## config.mk

```make
export PLATFORM = sky130hd
export DESIGN_NAME = token_sequencer
export DESIGN_NICKNAME = d
export VERILOG_FILES = /design/src/rtl/token_sequencer.sv
export SDC_FILE = /design/constraint.sdc
export NUM_CORES = 1
export LEC_CHECK = 0
export ABC_AREA = 1
export BUFFER_PORTS_ARGS = -buffer_cell sky130_fd_sc_hd__buf_4
export CAP_MARGIN = 20
export CORE_ASPECT_RATIO = 1.5
export CORE_MARGIN = 1.5
export CORE_UTILIZATION = 62
export CTS_BUF_LIST = sky130_fd_sc_hd__clkbuf_16
export DETAILED_ROUTE_END_ITERATION = 8
export GPL_TIMING_DRIVEN = 0
export HOLD_SLACK_MARGIN = 0.05
export MAX_ROUTING_LAYER = met4
export PLACE_DENSITY = 0.82
export SYNTH_ARGS = -nofsm -noshare
export SYNTH_HDL_FRONTEND = slang
export SYNTH_SLANG_ARGS = --single-unit
```

## constraint.sdc

```tcl
create_clock -name clk -period 3.8 [get_ports clk]
set_input_delay 0.76 -clock clk [delete_from_list [all_inputs] [get_ports clk]]
set_output_delay 0.76 -clock clk [all_outputs]
set_load 0.005 [all_outputs]
```

## src/rtl/token_sequencer.sv

```systemverilog
// Keypad-to-calculator token sequencer: accumulates decimal digits and emits number/operator tokens.
// Optional TOKSEQ_ECHO_EN adds disp_value, which echoes the operand being entered or the last number sent.
module token_sequencer #(
  parameter int MAX_DIGITS   = 9,
  parameter int GUARD_CYCLES = 2
) (
  input  logic        clk,
  input  logic        rst,
  input  logic        key_valid,
  input  logic [3:0]  key_code,
  input  logic        calc_ready,
  output logic        calc_strobe,
  output logic [31:0] calc_token,
  output logic        busy,
  output logic        key_dropped
`ifdef TOKSEQ_ECHO_EN
  ,
  output logic [31:0] disp_value
`endif
);

  localparam logic [2:0] IDLE     = 3'd0;
  localparam logic [2:0] SEND_NUM = 3'd1;
  localparam logic [2:0] WAIT_NUM = 3'd2;
  localparam logic [2:0] SEND_OP  = 3'd3;
  localparam logic [2:0] WAIT_OP  = 3'd4;

  localparam int DW = $clog2(MAX_DIGITS + 1);
  localparam int GW = $clog2(GUARD_CYCLES + 1) + 1;

  logic [2:0]    r_state;
  logic [31:0]   r_acc;
  logic [DW-1:0] r_dcnt;
  logic [3:0]    r_op;
  logic [31:0]   r_token;
  logic [GW-1:0] r_guard;

  logic          w_is_digit;
  logic          w_is_clr;
  logic          w_send;
  logic          w_guard_done;
  logic [31:0]   w_num_token;
  logic [31:0]   w_op_token;
  logic [31:0]   w_new_token;

  assign w_is_digit   = (key_code <= 4'd9);
  assign w_is_clr     = (key_code == 4'hF);
  assign w_send       = ((r_state == SEND_NUM) || (r_state == SEND_OP)) && calc_ready;
  assign w_guard_done = (r_guard >= GW'(GUARD_CYCLES));
  assign w_num_token  = {1'b0, r_acc[30:0]};
  assign w_op_token   = {28'h8000000, r_op};
  assign w_new_token  = (r_state == SEND_NUM) ? w_num_token : w_op_token;

  // The strobe is combinational in the SEND state so it never overlaps a WAIT
  // state; the token register then holds the value until the next strobe.
  assign calc_strobe = w_send;
  assign calc_token  = w_send ? w_new_token : r_token;
  assign busy        = (r_state != IDLE);
  assign key_dropped = key_valid && busy;

  always_ff @(posedge clk or posedge rst) begin
    if (rst) begin
      r_state <= IDLE;
      r_acc   <= 32'd0;
      r_dcnt  <= '0;
      r_op    <= 4'd0;
      r_token <= 32'd0;
      r_guard <= '0;
    end else begin
      case (r_state)
        IDLE: begin
          if (key_valid) begin
            if (w_is_digit) begin
              if (r_dcnt != DW'(MAX_DIGITS)) begin
                r_acc  <= r_acc * 32'd10 + {28'd0, key_code};
                r_dcnt <= r_dcnt + 1'b1;
              end
            end else if (w_is_clr) begin
              r_acc   <= 32'd0;
              r_dcnt  <= '0;
              r_op    <= key_code;
              r_state <= SEND_OP;
            end else begin
              r_op    <= key_code;
              r_state <= (r_dcnt != '0) ? SEND_NUM : SEND_OP;
            end
          end
        end
        SEND_NUM: begin
          if (calc_ready) begin
            r_token <= w_num_token;
            r_acc   <= 32'd0;
            r_dcnt  <= '0;
            r_guard <= GW'(1);
            r_state <= WAIT_NUM;
          end
        end
        SEND_OP: begin
          if (calc_ready) begin
            r_token <= w_op_token;
            r_guard <= GW'(1);
            r_state <= WAIT_OP;
          end
        end
        WAIT_NUM, WAIT_OP: begin
          // The guard counter includes the current cycle, so exit happens no
          // earlier than the GUARD_CYCLES-th WAIT cycle.
          if (w_guard_done) begin
            if (calc_ready) r_state <= (r_state == WAIT_NUM) ? SEND_OP : IDLE;
          end else begin
            r_guard <= r_guard + 1'b1;
          end
        end
        default: r_state <= IDLE;
      endcase
    end
  end

`ifdef TOKSEQ_ECHO_EN
  logic [31:0] r_disp;

  always_ff @(posedge clk or posedge rst) begin
    if (rst) begin
      r_disp <= 32'd0;
    end else if ((r_state == SEND_NUM) && calc_ready) begin
      r_disp <= w_num_token;
    end
  end

  assign disp_value = (r_dcnt != '0) ? r_acc : r_disp;
`endif

endmodule

```

==> flow_summary.toml, run 1 <==
[synthesis]
syn_area_um2 = 6460
dominantRegCellSynth = "sky130_fd_sc_hd__dfrtp_1"
syn-mean-instance-area_um2 = 6.89
postSynthNetCount = 1009
yosys.area_share.xor_xnor_pct = 1.08
simple_logic_cell_fraction_of_the_synthesized_area_pct = 32.6
ys_types = 43
synth_top_area_cell = "sky130_fd_sc_hd__dfrtp_1"
share_of_synthesized_area_spent_on_multiplexers_pct = 0
synth_compound_area_share_pct = 14.2
synth_warnings = 0
synth_instances = 938
synth_area_in_adders_pct = 12.4
ys_ff_latch = 77
synth_seq_area_share_pct = 29.8
synth-edff-count = 0
synth_top_area_share_pct = 29.8
synth_top_family_by_area = "simple AND/OR/NAND/NOR gates"
proportion_of_register_bits_with_asynchronous_set_or_reset_after_synthesis_pct = 100
yosys-top-cells-area = "sky130_fd_sc_hd__dfrtp_1, sky130_fd_sc_hd__nand2_1, sky130_fd_sc_hd__ha_1"

[die]
design.core.area_um2 = 10100
io_pins = 43
die_width_um = 86.4
starting_density_of_the_core_pct = 63.8
rows = 45
dieArea_um2 = 11100
die_height_um = 128

[sta]
setup-tns-final_ns = 0
worst_pin_slew_ns = 0.618
timing.slew.headroom_pct = 58.8
grt_setup_unrepaired = "no"
max_clock_freq_ghz = 0.300
finalClockSkew_ns = 0.00859
period_minus_slack_ns = 3.33
timing.final.crit_share_pct = 87.7
final_max_tran_viols = 0
setup_violations = 0
hold_viol = 0

[critical_path]
chain_of_cells_forming_the_critical_path = "inv_1 -> nand2_1 -> nor2_1 -> inv_1 -> nor2_1 -> inv_1 -> clkbuf_1 -> o21ai_0 -> buf_4"
critPathRequiredTime_ns = 3.04
critPathTopFamily = "buffers and inverters"
worstPathMaxFanout = 10
end_kind = "primary output"
critical_path.max_stage_delay_ns = 0.47
combined_buffer_and_inverter_count_along_the_critical_path = 5
critPathKind = "register to primary output"
worstPathArrival_ns = 2.57
timing.critical_path.from_type = "register"
critPathSlowestCell = "sky130_fd_sc_hd__nor2_1"
path_common_cell = "sky130_fd_sc_hd__inv_1"

[clock_tree]
cts-root-to-sink-buffers = 2
clock_latency_ns = 0.34
clkTransAtPathRegs_ns = 0.06
clockRootBuffer = "sky130_fd_sc_hd__clkbuf_16"
post_cts.repair.setup_buffers = 0
cts_inserted_buffers = 9
cts_hold_repair.buffers = 0
cts_num_sinks = 77
cts-resized-gates = 0
htree_levels = 3
cts_tree = "yes"

[global_route]
first_global_vias = 5866
first_pass_grt_wire_length_um = 26800
number_of_antenna_violations_at_the_first_check_in_global_routing = 0
grt_start_max_net_pins = 53
grt_util_all_layers_pct = 31.8
gr-total-overflow = 0

[cells_and_area]
most_frequent_standard_cell_in_the_layout_excluding_fill_and_tap_cells = "sky130_fd_sc_hd__nand2_1"
most-common-layout-cells = "sky130_fd_sc_hd__nand2_1, sky130_fd_sc_hd__inv_1, sky130_fd_sc_hd__o21ai_0"
layoutNonFillerInstCount = 1114
fin_nets = 1063
fraction_of_layout_cells_with_a_size_suffix_above_1_pct = 12.2
insertedDiodeCount = 0
flow.area_growth_from_synthesis_pct = 12.0
filler_instances = 883

[detailed_routing]
wl_um = 16600
number_of_vias_per_cell = 5.65
number_of_routed_nets_with_antenna_violations = 0
detail_route.drc_violations = 0
first_pass_iters = 4
drt_iter0_markers = 377
routedWlPerCell_um = 14.9
detailroute.via_count = 6298

[power]
total_leakage_power_nw = 3.91
vdd_ir_drop_max_v = 0.000287
cellPowerDensity_nw_per_um2 = 805

[hold_path]
min-delay-path-class = "input pin to asynchronous set/reset pin"

[run]
max_cap_viols = 0

[place]
dp_hpwl_um = 13300
place_congestion = 0.876
cells_after_dpl = 1098
buffer_ports.inserted = 42

[status]
outcome = "completed"
-- path summary, 6_finish.rpt --
kind                       startpoint        endpoint  slack [ns]  depth (start not counted)
max in group asynchronous         rst      r_token[5]        2.85                          3
min in group clk              r_op[3]         r_op[3]        0.45                          2
setup / recovery           r_state[2]  calc_token[11]        0.47                          9
hold reg to reg               r_op[3]         r_op[3]        0.45                          2
setup reg to reg             r_acc[1]       r_acc[26]        0.51                         14
hold / removal                    rst     r_token[27]        0.39                          2
-- layer usage --
metal  track usage, %  vias up  wire (um)
met5                -        -          0
met1             36.3     2944       6980
li1                 -     3178          -
met4             12.1        0        464
met2             56.7      136       8650
met3             3.22       40        520
-- worst reg2reg max path, cell delays in order, from the launching register on --
cell and delay [ns]:
sky130_fd_sc_hd__dfrtp_1 0.43, sky130_fd_sc_hd__ha_1 0.32, sky130_fd_sc_hd__ha_1 0.27, sky130_fd_sc_hd__fa_1 0.59, sky130_fd_sc_hd__nand4_1 0.09, sky130_fd_sc_hd__o21ai_0 0.29, sky130_fd_sc_hd__nand2_1 0.17, sky130_fd_sc_hd__nor2_4 0.15
sky130_fd_sc_hd__nand4_1 0.14, sky130_fd_sc_hd__nor2_2 0.22, sky130_fd_sc_hd__nand2_2 0.10, sky130_fd_sc_hd__nor2_4 0.16, sky130_fd_sc_hd__nand3_1 0.10, sky130_fd_sc_hd__nand2_1 0.07, sky130_fd_sc_hd__o21ai_1 0.06
-- final cells by class --
| cell class | instances | area, um2 | area share (%) |
|---|---|---|---|
| sequential | 77 | 1930 | 26.6 |
| timing repair buffer | 43 | 343 | 4.74 |
| buffer | 16 | 76.3 | 1.05 |
| inverter | 149 | 562 | 7.76 |
| multi-input combinational | 696 | 3900 | 53.9 |
| clock buffer | 9 | 225 | 3.11 |
| tap | 117 | 146 | 2.02 |
| clock inverter | 7 | 58.8 | 0.812 |
-- synth_stat cells, types with 5 or more instances --
cell,count
sky130_fd_sc_hd__nor2_2,13
sky130_fd_sc_hd__o22ai_1,13
sky130_fd_sc_hd__ha_1,61
sky130_fd_sc_hd__nand2_2,20
sky130_fd_sc_hd__nand3_2,9
sky130_fd_sc_hd__clkbuf_1,12
sky130_fd_sc_hd__nor3_1,5
sky130_fd_sc_hd__a21oi_1,29
sky130_fd_sc_hd__nand4_1,17
sky130_fd_sc_hd__nand3b_1,5
sky130_fd_sc_hd__nand3_1,60
sky130_fd_sc_hd__nor2_1,48
sky130_fd_sc_hd__o21ai_0,81
sky130_fd_sc_hd__nand2_1,274
sky130_fd_sc_hd__o21ai_1,8
sky130_fd_sc_hd__dfrtp_1,77
sky130_fd_sc_hd__inv_2,9
sky130_fd_sc_hd__xnor2_1,5
sky130_fd_sc_hd__a22o_1,12
sky130_fd_sc_hd__inv_1,140
sky130_fd_sc_hd__nor2_4,6
-- state kept, by name, summed over array words and instances, names as in the netlist --
| signal | flops |
|---|---|
| r_guard | 3 |
| r_op | 4 |
| r_acc | 31 |
| r_token | 32 |
| r_dcnt | 4 |
| r_state | 3 |
-- logic make-up (layout without fill, tap and decap cells) --
group                      count (synthesis)  count (layout)
AOI/OAI and AO/OA                        161             161
buffers and inverters                    165             224
DFF                                       77              77
adders and majority gates                 63              63
and+or+nand+nor                          464             464
xor gates and xnor gates                   8               8
-- power breakdown --
part / total [mW] / switching [mW] / leakage, nW / internal [mW]
registers: 1.45 / 0.290 / 1.02 / 1.16
clock network: 0.814 / 0.316 / 0.147 / 0.498
logic: 3.56 / 2.25 / 2.75 / 1.31
total: 5.82 / 2.85 / 3.91 / 2.97
-- per-stage QoR --
stage	cell area (um2)	total power, mW	util, %	worst slack, ns	hold WS (ns)
global route	7240	6.35	71.4	0.319	0.420
detailed placement	6950	4.96	68.6	0.575	0.441
CTS	7240	5.80	71.4	0.512	0.405
global placement	6920	4.85	68.3	0.214	0.437
finish	7240	5.82	71.4	0.466	0.395
floorplan	6460	3.93	-	1.03	0.423
Note: power is estimated with default switching activity, not from simulation.
==> inputs of run 2 (changes only) <==
- CORE_MARGIN: 1.5 -> 5
==> run 2 against run 1 <==
  * Clock power down 8.4%
  * Die area increased by 14%
  * Flip-flop and latch count did not move
  * Via count shrank 0.83%
  * Hold slack got worse by 0.085 ns
  * Register-to-register slack got worse by 0.03 ns
  * First-iteration DRC count is 1.3% lower
  * Sequential share of layout area hardly changed
  * Global-route usage down 4.5 points
  * Total power fell by 1.2%
  * Design area about the same
  * Non-clock buffer count unchanged
  * Highest routed layer unchanged
==> flow_summary.toml, run 2 (synthesized netlist as in run 1, its figures left out) <==
[die]
design.core.area_um2 = 10200
dieArea_um2 = 12600
io_pins = 43
die_height_um = 135
starting_density_of_the_core_pct = 63.4
rows = 45
die_width_um = 93.4

[power]
vdd_ir_drop_max_v = 0.000268
total_leakage_power_nw = 3.89
power.sequential.fraction_pct = 25.1
power.clock.fraction_pct = 13.0
p_sw_share_pct = 49.6
p_sw_mw = 2.85
cellPowerDensity_nw_per_um2 = 795
share_comb_of_total_power_pct = 62.0
power_report.internal_total_mw = 2.90

[sta]
setup-tns-final_ns = 0
period_minus_slack_ns = 3.32
setup_violations = 0
max_clock_freq_ghz = 0.301
hold_viol = 0
worst_hold_slack_ns = 0.310
final_max_tran_viols = 0
timing.final.crit_share_pct = 87.3
grt_setup_unrepaired = "no"
finalClockSkew_ns = 0.00541
worst_pin_slew_ns = 0.589
timing.slew.headroom_pct = 60.7

[global_route]
grt_start_max_net_pins = 71
gr-total-overflow = 0
grt_util_met3_pct = 2.29
first_pass_grt_wire_length_um = 26700
number_of_antenna_violations_at_the_first_check_in_global_routing = 0
grt_busiest_layer = "met2"
global_route.usage.met2_pct = 47.9
met1_usage_pct = 32.4
grt_util_all_layers_pct = 27.3
first_global_vias = 5859

[critical_path]
end_kind = "register"
startpoint = "r_acc[1]"
critPathKind = "register to register"
worstPathArrival_ns = 3.55
timing.critical_path.from_type = "register"
worstPathMaxFanout = 6
critPathRequiredTime_ns = 4.03
reg2reg_from = "r_acc[1]"

[detailed_routing]
routedWlPerCell_um = 14.5
detail_route.drc_violations = 0
detailroute.via_count = 6246
number_of_routed_nets_with_antenna_violations = 0
drt_iter0_markers = 372
number_of_vias_per_cell = 5.49
first_pass_iters = 5
wl_um = 16400

[clock_tree]
cts_num_sinks = 77
post_cts.repair.setup_buffers = 0
cts_hold_repair.buffers = 0
clockRootBuffer = "sky130_fd_sc_hd__clkbuf_16"
cts_tree = "yes"
cts-resized-gates = 0
cts-root-to-sink-buffers = 2
clkTransAtPathRegs_ns = 0.06
cts_inserted_buffers = 9
clock_latency_ns = 0.34
htree_levels = 3

[place]
buffer_ports.inserted = 42
cells_after_dpl = 1122
dp_hpwl_um = 13500
place_congestion = 0.907

[cells_and_area]
most-common-layout-cells = "sky130_fd_sc_hd__nand2_1, sky130_fd_sc_hd__inv_1, sky130_fd_sc_hd__o21ai_0"
flow.area_growth_from_synthesis_pct = 12.1
biggestRegsByFlops = "r_token x32, r_acc x31"
most_frequent_standard_cell_in_the_layout_excluding_fill_and_tap_cells = "sky130_fd_sc_hd__nand2_1"
layoutNonFillerInstCount = 1137
largest-register = "r_token"
fraction_of_layout_cells_with_a_size_suffix_above_1_pct = 12.3
insertedDiodeCount = 0
fin_nets = 1063
largest_register_ff_count = 32

[hold_path]
min-delay-path-class = "input pin to asynchronous set/reset pin"

[run]
max_cap_viols = 0

[status]
outcome = "completed"
run 2: cell count changes in the layout (fill, tap and decap cells not counted):
cell / change
sky130_fd_sc_hd__clkinv_4: -1
sky130_fd_sc_hd__inv_1: -1
sky130_fd_sc_hd__clkinv_1: -1
sky130_fd_sc_hd__bufinv_16: -1
sky130_fd_sc_hd__clkinvlp_4: +2
sky130_fd_sc_hd__clkinv_2: +1
run 2: worst max-delay path: stages (launching register included):
cell and delay (ns):
sky130_fd_sc_hd__dfrtp_1 0.44, sky130_fd_sc_hd__ha_1 0.32, sky130_fd_sc_hd__ha_1 0.28, sky130_fd_sc_hd__fa_1 0.59, sky130_fd_sc_hd__nand4_1 0.09, sky130_fd_sc_hd__o21ai_0 0.29
sky130_fd_sc_hd__nand2_1 0.17, sky130_fd_sc_hd__nor2_4 0.15, sky130_fd_sc_hd__nand4_1 0.14, sky130_fd_sc_hd__nor2_2 0.22, sky130_fd_sc_hd__nand2_2 0.10, sky130_fd_sc_hd__nor2_4 0.17
sky130_fd_sc_hd__nand4_1 0.11, sky130_fd_sc_hd__nand3_1 0.10, sky130_fd_sc_hd__nand2_1 0.05
run 2: cell type report:
cell class	count	area, um2
clock buffer	9	225
multi-input combinational	696	3900
timing repair buffer	43	343
inverter	149	562
sequential	77	1930
tap	141	176
buffer	16	76.3
clock inverter	6	32.5
fill	877	2950
run 2: per-stage QoR:
stage / worst slack [ns] / area [um2] / power (mW) / utilization (%)
6_report: 0.482 / 7240 / 5.75 / 71.1
4_1_cts: 0.506 / 7240 / 5.73 / 71.1
3_5_place_dp: 0.515 / 6980 / 4.98 / 68.5
3_3_place_gp: 0.243 / 6950 / 4.87 / 68.2
5_1_grt: 0.221 / 7240 / 6.27 / 71.1
2_1_floorplan: 1.03 / 6460 / 3.93 / -
run 2: power groups by stage:
| stage | Clock (mW) | Sequential [mW] | Combinational (mW) |
|---|---|---|---|
| CTS | 0.748 | 1.43 | 3.55 |
| floorplan | 0 | 1.34 | 2.59 |
| finish | 0.746 | 1.44 | 3.57 |
| global route | 0.772 | 1.47 | 4.02 |
| detailed placement | 0 | 1.44 | 3.54 |
| global placement | 0 | 1.44 | 3.43 |
run 2: layer usage:
layer  share of wire (%)  up-vias
li1                    -     3166
met1                  42     2923
met2                  52      135
met3                 3.8       22
met4                 2.3        0
met5                   0        -
run 2: path summary, 6_finish.rpt:
| kind | to | slack [ns] | cells after the start |
|---|---|---|---|
| setup / recovery | r_acc[30] | 0.48 | 14 |
| hold / removal | r_token[27] | 0.31 | 2 |
| setup reg to reg | r_acc[30] | 0.48 | 14 |
| hold reg to reg | r_op[3] | 0.46 | 2 |
| max in group asynchronous | r_acc[1] | 2.94 | 3 |
| min in group clk | r_op[3] | 0.46 | 2 |
